[src/rtl/logip_pkg.sv]
// Shared definitions for the LogIP SUMP command path: opcodes, ID reply
// bytes and the command controller state type.
package logip_pkg;

  localparam logic [7:0] OP_RESET     = 8'h00;
  localparam logic [7:0] OP_RUN       = 8'h01;
  localparam logic [7:0] OP_ID        = 8'h02;
  localparam logic [7:0] OP_XON       = 8'h11;
  localparam logic [7:0] OP_XOFF      = 8'h13;
  localparam logic [7:0] OP_TRIG_BASE = 8'hC0;
  localparam logic [7:0] OP_DIV       = 8'h80;
  localparam logic [7:0] OP_CNT       = 8'h81;
  localparam logic [7:0] OP_FLAGS     = 8'h82;

  // ID reply "1ALS", sent first to last.
  localparam logic [7:0] ID_BYTE0 = 8'h31;
  localparam logic [7:0] ID_BYTE1 = 8'h41;
  localparam logic [7:0] ID_BYTE2 = 8'h4C;
  localparam logic [7:0] ID_BYTE3 = 8'h53;

  typedef enum logic {
    IDLE = 1'b0,
    SEND = 1'b1
  } ctrl_state_t;

  // Map a reply byte index to the ID byte sent at that position.
  function automatic logic [7:0] id_byte(input logic [1:0] idx);
    logic [7:0] b;
    case (idx)
      2'd0:    b = ID_BYTE0;
      2'd1:    b = ID_BYTE1;
      2'd2:    b = ID_BYTE2;
      default: b = ID_BYTE3;
    endcase
    return b;
  endfunction

endpackage

[src/rtl/sump_cmd_ctrl.sv]
// SUMP command controller: decodes commands from the UART receiver into the
// capture configuration, arms/resets the capture core and sends the ID reply.
module sump_cmd_ctrl
  import logip_pkg::*;
#(
  parameter int STAGES    = 4,
  parameter int CMD_WIDTH = 40
) (
  input  logic                   clk_i,
  input  logic                   rst_i,
  input  logic [CMD_WIDTH-1:0]   cmd_i,
  input  logic                   stb_i,
  input  logic                   done_i,
  output logic [7:0]             tx_data_o,
  output logic                   tx_stb_o,
  input  logic                   tx_ack_i,
  output logic                   core_rst_o,
  output logic                   armed_o,
  output logic [STAGES*32-1:0]   trig_mask_o,
  output logic [STAGES*32-1:0]   trig_val_o,
  output logic [STAGES*32-1:0]   trig_cfg_o,
  output logic [23:0]            div_o,
  output logic [15:0]            read_cnt_o,
  output logic [15:0]            delay_cnt_o,
  output logic [31:0]            flags_o,
  output logic                   drop_o
);

  ctrl_state_t state_reg, state_next;
  logic [1:0]  idx_reg, idx_next;
  logic        armed_reg, armed_next;
  logic        core_rst_reg, core_rst_next;
  logic        drop_reg, drop_next;
  logic [23:0] div_reg;
  logic [15:0] read_cnt_reg;
  logic [15:0] delay_cnt_reg;
  logic [31:0] flags_reg;

  logic [7:0]  opcode;
  logic [31:0] arg;
  logic        cmd_ok;

  assign opcode = cmd_i[7:0];
  assign arg    = cmd_i[39:8];
  // Commands are only acted on while idle; in SEND they are dropped.
  assign cmd_ok = stb_i && (state_reg == IDLE);

  // State, reply index and single-cycle pulse registers.
  always_ff @(posedge clk_i) begin
    if (rst_i) begin
      state_reg    <= IDLE;
      idx_reg      <= 2'd0;
      armed_reg    <= 1'b0;
      core_rst_reg <= 1'b0;
      drop_reg     <= 1'b0;
    end else begin
      state_reg    <= state_next;
      idx_reg      <= idx_next;
      armed_reg    <= armed_next;
      core_rst_reg <= core_rst_next;
      drop_reg     <= drop_next;
    end
  end

  // Next-state logic: command decode in IDLE, ID byte sequencing in SEND.
  always_comb begin
    state_next    = state_reg;
    idx_next      = idx_reg;
    drop_next     = 1'b0;
    core_rst_next = 1'b0;
    // done_i clears armed in any state; a RUN below may still override it.
    armed_next    = armed_reg && !done_i;
    case (state_reg)
      IDLE: begin
        if (stb_i) begin
          if (opcode == OP_ID) begin
            state_next = SEND;
            idx_next   = 2'd0;
          end else if (opcode == OP_RESET) begin
            core_rst_next = 1'b1;
            armed_next    = 1'b0;
          end else if ((opcode == OP_RUN) && !armed_reg) begin
            armed_next = 1'b1;
          end
        end
      end
      SEND: begin
        if (stb_i) begin
          drop_next = 1'b1;
        end
        if (tx_ack_i) begin
          if (idx_reg == 2'd3) begin
            state_next = IDLE;
            idx_next   = 2'd0;
          end else begin
            idx_next = idx_reg + 2'd1;
          end
        end
      end
      default: begin
        state_next = IDLE;
        idx_next   = 2'd0;
      end
    endcase
  end

  // Divider, count and flags registers written by their long commands.
  always_ff @(posedge clk_i) begin
    if (rst_i) begin
      div_reg       <= 24'd0;
      read_cnt_reg  <= 16'd0;
      delay_cnt_reg <= 16'd0;
      flags_reg     <= 32'd0;
    end else if (cmd_ok) begin
      case (opcode)
        OP_DIV: div_reg <= arg[23:0];
        OP_CNT: begin
          read_cnt_reg  <= arg[15:0];
          delay_cnt_reg <= arg[31:16];
        end
        OP_FLAGS: flags_reg <= arg;
        default: ;
      endcase
    end
  end

  // One register bank per implemented trigger stage; opcodes addressing a
  // stage that is not built simply match no bank.
  for (genvar gi = 0; gi < STAGES; gi++) begin : g_stage
    logic [31:0] mask_reg, val_reg, cfg_reg;
    logic        hit;

    assign hit = cmd_ok && (opcode[7:4] == OP_TRIG_BASE[7:4]) &&
                 (opcode[3:2] == 2'(gi));

    // Stage register write; select 3 is reserved and ignored.
    always_ff @(posedge clk_i) begin
      if (rst_i) begin
        mask_reg <= 32'd0;
        val_reg  <= 32'd0;
        cfg_reg  <= 32'd0;
      end else if (hit) begin
        case (opcode[1:0])
          2'd0:    mask_reg <= arg;
          2'd1:    val_reg  <= arg;
          2'd2:    cfg_reg  <= arg;
          default: ;
        endcase
      end
    end

    assign trig_mask_o[32*gi +: 32] = mask_reg;
    assign trig_val_o[32*gi +: 32]  = val_reg;
    assign trig_cfg_o[32*gi +: 32]  = cfg_reg;
  end

  // The reply byte comes straight from the index register, so it cannot
  // change while a byte waits for acknowledge.
  assign tx_stb_o    = (state_reg == SEND);
  assign tx_data_o   = (state_reg == SEND) ? id_byte(idx_reg) : 8'h00;
  assign core_rst_o  = core_rst_reg;
  assign armed_o     = armed_reg;
  assign drop_o      = drop_reg;
  assign div_o       = div_reg;
  assign read_cnt_o  = read_cnt_reg;
  assign delay_cnt_o = delay_cnt_reg;
  assign flags_o     = flags_reg;

endmodule

[config.mk]
export PLATFORM = sky130hd
export DESIGN_NAME = sump_cmd_ctrl
export DESIGN_NICKNAME = d
export VERILOG_FILES = /design/src/rtl/logip_pkg.sv /design/src/rtl/sump_cmd_ctrl.sv
export SDC_FILE = /design/constraint.sdc
export NUM_CORES = 1
export LEC_CHECK = 0
export ABC_AREA = 1
export CORE_AREA = 4 4 201 203
export DETAILED_ROUTE_END_ITERATION = 10
export DIE_AREA = 0 0 205 207
export PLACE_DENSITY = 0.82
export REMOVE_ABC_BUFFERS = 1
export SYNTH_ARGS = -nofsm -noshare
export SYNTH_HDL_FRONTEND = slang
export SYNTH_SLANG_ARGS = --single-unit
[constraint.sdc]
create_clock -name clk_i -period 3.7 [get_ports clk_i]
set_input_delay 1.11 -clock clk_i [delete_from_list [all_inputs] [get_ports clk_i]]
set_output_delay 1.11 -clock clk_i [all_outputs]
set_load 0.01 [all_outputs]
; ---- After elaboration in Yosys (flattened, before gate mapping)
; Cells that the tools add are included.
[totals]
ff_bits = 478
latch_bits = 0
ramBits = 0
romBits = 0
output_inout_bits = 484
memories = 0
[classes]
n_addsub = 1
mul = 0
div = 0
n_lt_le_gt_ge = 0
n_eq_ne = 17
shift = 0
n_mux = 19
bitwise = 2
reduce_logical = 32
[op_table]
columns = op, n
row1 = AND reduction 2 bit, 15
row2 = "equality test 8 bit, second input constant", 3
row3 = one-hot mux 7 bit (3 select lines), 1
row4 = 2-to-1 mux 1 bit, 11
row5 = "equality test 2 bit, second input constant", 5
row6 = "equality test 8 x 1 -> 1 bit, second input constant", 1
row7 = "equality test 8 x 2 -> 1 bit, second input constant", 1
row8 = logical AND 1 bit, 8
row9 = zero test 8 bit, 1
row10 = 2-to-1 mux 2 bit, 4
row11 = 2-to-1 mux 8 bit, 1
row12 = "equality test 2 x 1 -> 1 bit, second input constant", 3
row13 = zero test 2 bit, 3
row14 = "equality test 4 bit, second input constant", 1
row15 = "inequality test 2 bit, second input constant", 2
row16 = one-hot mux 2 bit (2 select lines), 1
row17 = OR reduction 4 bit, 1
row18 = AND reduction 3 bit, 1
row19 = "adder 2 x 1 -> 2 bit, second input constant", 1
row20 = zero test 1 bit, 2
row21 = "inequality test 2 x 1 -> 1 bit, second input constant", 1
row22 = inverter 1 bit, 2
row23 = one-hot mux 1 bit (2 select lines), 1
row24 = OR reduction 2 bit, 1

; ---- Logic depth before layout (Yosys ltp)
[depth]
ltp_word = 7
depth_mapped = 10
ltp_nobuf = 9

; ---- Worst setup path after synthesis
; Ideal clock, no wire load.
[synth_timing]
path_kind = in2reg
startpoint = input port cmd_i[5]
endpoint = register g_stage[1].mask_reg[22]
t_arrival_ns = 2.086
required_time_ns = 3.568
slack_ns = 1.481
path_stages = 8
path_buffers = 2
cell_sequence = nor2_1 > nand2_1 > nor2_4 > buf_2 > nand3_1 > buf_2 > nand2_1 > a21oi_1
[synth_via]
elab_chain_len = 4
[synth_lines]
columns = item, line_no
row1 = from (decl), sump_cmd_ctrl.sv:11  ; input logic [CMD_WIDTH-1:0] cmd_i,
row2 = equality test 4 bit, sump_cmd_ctrl.sv:133  ; assign hit = cmd_ok && (opcode[7:4] == OP_TRIG_BASE[7:4]) &&
row3 = logical AND 1 bit (2 in series), sump_cmd_ctrl.sv:133
row4 = AND reduction 2 bit (no line), -
row5 = to (signal assigned), sump_cmd_ctrl.sv:144  ; 2'd0: mask_reg <= arg;
row6 = to (decl), sump_cmd_ctrl.sv:130  ; logic [31:0] mask_reg, val_reg, cfg_reg;
; No other way between the ends.
; A chain may end at the register's enable or synchronous reset.

; ---- Final worst setup path
[layout_timing]
startpoint = register idx_reg[1]
endpoint = output port tx_data_o[4]
[layout_via]
elab_chain_len = 3
word_cells_on_any_way = 5
[layout_lines]
columns = item, line_no
row1 = from (decl), sump_cmd_ctrl.sv:30  ; logic [1:0] idx_reg, idx_next;
row2 = from (signal assigned), sump_cmd_ctrl.sv:58  ; idx_reg <= idx_next;
row3 = "equality test 2 bit, or another cell as far along", logip_pkg.sv:29  ; case (idx)
row4 = one-hot mux 7 bit (3 select lines) *, logip_pkg.sv:29
row5 = 2-to-1 mux 8 bit *, sump_cmd_ctrl.sv:160  ; assign tx_data_o = (state_reg == SEND) ? id_byte(idx_reg) : 8'h00;
row6 = to (decl), sump_cmd_ctrl.sv:14  ; output logic [7:0] tx_data_o,
; Mark *: on every way between the ends. The rest lies on a longest branch, timed or not.

==> metrics.md <==
| Metric | Value |
|---|---|
| Status | `finished clean` |
| Vias after detailed routing | `about 19000` |
| Clk root buf | `clkbuf_16` |
| Startpoint Class | `flop` |
| Clk pwr share | `0.483` |
| Final Critical Period | `3.29 ns` |
| Buffers & Inverters on Critical Path | `2` |
| Power share of the combinational group | `0.047` |
| Die ar. | `42400 um^2` |
| Origin of the worst setup path | `idx_reg[1]` |
| Crit-path cells | `inv_1 > ha_1 > nor2_1 > clkdlybuf4s50_1` |
| Layout area overhead | `38.0%` |
| Area contributors post-synth | `dfxtp_1 (52%), nand2_1 (9.9%), nand4_1 (9.8%)` |
| Crit path max fanout | `6` |
| Routed WL | `between 70000 and 80000 um` |
| H-tree Lvls | `2` |
| Synthesized area | `18300 um^2` |
| CP peak stage delay | `between 0.5 and 0.6 ns` |
| Vias in the first global route | `approximately 18000` |
| RSZ-0062 raised after global routing | `no` |
| CTS resizes | `0` |
| Layout fillers | `3014` |
| Yosys top cell area share | `0.522` |
| Hold Vio Cnt, Final | `0` |
| Crit path arrival time | `between 2 and 2.5 ns` |
| Die W | `a little over 200 um` |
| Reg-to-reg critical path startpoint | `tx_stb_o` |
| Worst vdd ir | `339 uV` |
| Fin util | `0.658` |
| Clock Latency Late Sink | `0.57 ns` |
| Crit path required time | `about 2.6 ns` |
| Leakage dissipation | `8.64 nW` |
| Yosys cell types | `25` |
| Routed Antenna Nets | `0` |
| CP endpoint | `tx_data_o[4]` |
| Area leader, netlist | `dfxtp_1` |
| Setup Buffers After CTS | `0` |
| Clock buffer depth | `3` |
| Initial antenna violation count | `5` |
| Max-cap check violation count | `0` |
| R2r endpoint | `g_stage[3].cfg_reg[7]` |
| Reg clk slew, reported paths | `~0.06 ns` |
| Pin count of the biggest net entering global routing | `204` |
| Global route hottest layer | `met2` |
| Multi-input logic area | `between 7000 and 8000 um^2` |
| Max-slew headroom | `0.357` |
| R2R Setup Slk | `about 1.6 ns` |
| CTS buffer count | `48` |
| GR Overflow Total | `0` |
| Worst hold slack | `between 0.4 and 0.5 ns` |
| Met1 Use GR | `0.391` |
| Warnings, synthesis | `0` |
| Int Power | `roughly 8.5 mW` |
| Rows | `approximately 70` |
| Average cell area after synthesis | `about 7.8 um^2` |
| Setup crit end kind | `output port` |
| Skew final | `0.0140 ns` |
| Initial core utilization | `0.477` |
| Met2 Track Usage GR | `0.499` |
| Least-Margin Pin Slew | `around 0.96 ns` |
| Worst Reg-to-Reg Cells | `8` |
| Global-route wire length before repair | `107000 um` |
| Slew Viols, Final | `0` |
| Remaining DRCs | `0` |
| NetSw | `between 2 and 2.5 mW` |
| GP Congestion | `0.880` |
| Worst path depth | `4` |
| Pre-Repair DR Iteration Count | `6` |
| Post-DR vias/cell | `around 5.8` |
| Endpoints failing setup | `0` |
| PortBufs | `around 530` |
| Die height | `approximately 210 um` |
| Register area share after synthesis | `0.522` |
| Flops & latches, synth | `478` |
| CP max-delay cell | `clkdlybuf4s50_1` |
| Sink Count | `about 480` |
| Cells after Synth | `2345` |
| Final nets | `2777` |
| Delay-heaviest family, CP | `buffers and inverters` |
| Drt wl/cell | `between 20 and 25 um` |
| Fmax achieved | `about 300 MHz` |
| Setup CP Type | `flop to output port` |
| Share of cells above drive strength 1 | `0.0572` |
| Register Area | `9570 um^2` |
| TritonCTS clock tree | `built` |
| Sequential share of power | `0.469` |
| # hold bufs at CTS | `0` |
| Met3 Use GR | `0.0673` |
| Class of the worst hold path | `flop to flop` |
| Gr usage total | `0.314` |
| DR iter-0 viols | `around 1800` |
| Fin crit share | `0.889` |
| PwrDens | `around 430 nW/um^2` |
| Io pins | `529` |
| Switching Fraction | `0.227` |
| Hpwl dp | `about 45000 um` |
| Core area | `roughly 38000 um^2` |
-- synthesized netlist by cell type --
master	number
a21oi_1	293
buf_1	8
buf_2	67
buf_4	7
buf_6	35
buf_8	2
clkbuf_1	124
clkinv_2	1
conb_1	1
dfxtp_1	478
ha_1	6
inv_1	47
inv_2	5
nand2_1	482
nand2_2	2
nand2_4	2
nand3_1	11
nand3_2	1
nand4_1	288
nand4_2	1
nor2_1	378
nor2_2	2
nor2_4	6
nor3_1	1
o21ai_0	97
-- stage by stage --
stage | setup TNS [ns] | cell area, um^2 | total power, mW | worst slack, ns | instances
floorplan | -1124.10 | 17000 | 5.46 | -3.02 | 2102
global placement | 0 | 23600 | 5.77 | 0.537 | 3194
detailed placement | 0 | 23600 | 5.78 | 0.474 | 3194
CTS | 0 | 25300 | 11.0 | 0.386 | 3280
global route | 0 | 25300 | 11.3 | 0.325 | 3283
finish | 0 | 25300 | 11.0 | 0.411 | 3283
-- power by group through the flow --
stage,registers (mW),clock network (mW),logic (mW)
after floorplan,5.28,0,0.187
after global routing,5.16,5.58,0.551
after detailed placement,5.27,0,0.505
final,5.16,5.31,0.521
after CTS,5.16,5.36,0.506
after global placement,5.27,0,0.499
-- kinds of logic after synthesis --
kind of cell | after synthesis | share of synthesized area
and+or+nand+nor | 1174 | 0.285
DFF | 478 | 0.522
AOI/OAI and AO/OA | 390 | 0.106
buffers and inverters | 296 | 0.0822
adders and majority gates | 6 | 0.00409
other | 1 | 0.000205
-- worst min path at each step --
stage                     depth (start not counted)                 endpoint                    start  slack (ns)
after global routing                              2   g_stage[3].val_reg[10]   g_stage[3].val_reg[10]        0.47
after CTS                                         2  g_stage[1].mask_reg[16]  g_stage[1].mask_reg[16]        0.46
final                                             2    g_stage[2].val_reg[8]    g_stage[2].val_reg[8]        0.46
after floorplan                                   1               idx_reg[0]               idx_reg[0]        0.46
after global placement                            2   g_stage[2].cfg_reg[25]   g_stage[2].cfg_reg[25]        0.45
after detailed placement                          2  g_stage[1].mask_reg[16]  g_stage[1].mask_reg[16]        0.45
-- worst reg2reg max path: stages (launching register included) --
cell	delay [ns]
dfxtp_1	0.53
clkinv_2	0.18
nand3_2	0.11
nor2_4	0.09
buf_12	0.20
nand3_2	0.11
buf_4	0.44
nand2_1	0.13
a21oi_1	0.19
-- cell type report --
type / count / share of cell area
tap: 518 / 0.0256
antenna: 3 / 0.000297
clock inverter: 19 / 0.0124
inverter: 53 / 0.00811
clock buffer: 67 / 0.0559
timing repair buffer: 574 / 0.230
sequential: 478 / 0.378
multi-input combinational: 1571 / 0.289
-- layer usage --
metal | share of wire | vias to the layer above | wire [um]
li1 | - | 8582 | -
met1 | 0.37 | 8985 | 26000
met2 | 0.47 | 1177 | 32900
met3 | 0.097 | 285 | 6850
met4 | 0.067 | 0 | 4740
met5 | 0 | - | 0
-- placed cells by master (no fill, tap or decap), drive strengths merged --
| cell type | Yosys | final |
|---|---|---|
| clkdlybuf4s50 | 0 | 526 |
| nand2 | 486 | 486 |
| dfxtp | 478 | 478 |
| nor2 | 386 | 386 |
| a21oi | 293 | 293 |
| nand4 | 289 | 289 |
| o21ai | 97 | 97 |
| clkbuf | 124 | 68 |
| inv | 52 | 52 |
| buf | 119 | 47 |
| nand3 | 12 | 12 |
| clkinv | 1 | 9 |
| bufinv | 0 | 8 |
| ha | 6 | 6 |
| diode | 0 | 3 |
| clkinvlp | 0 | 3 |
| nor3 | 1 | 1 |
| conb | 1 | 1 |
Power figures use the tool's default switching activity.
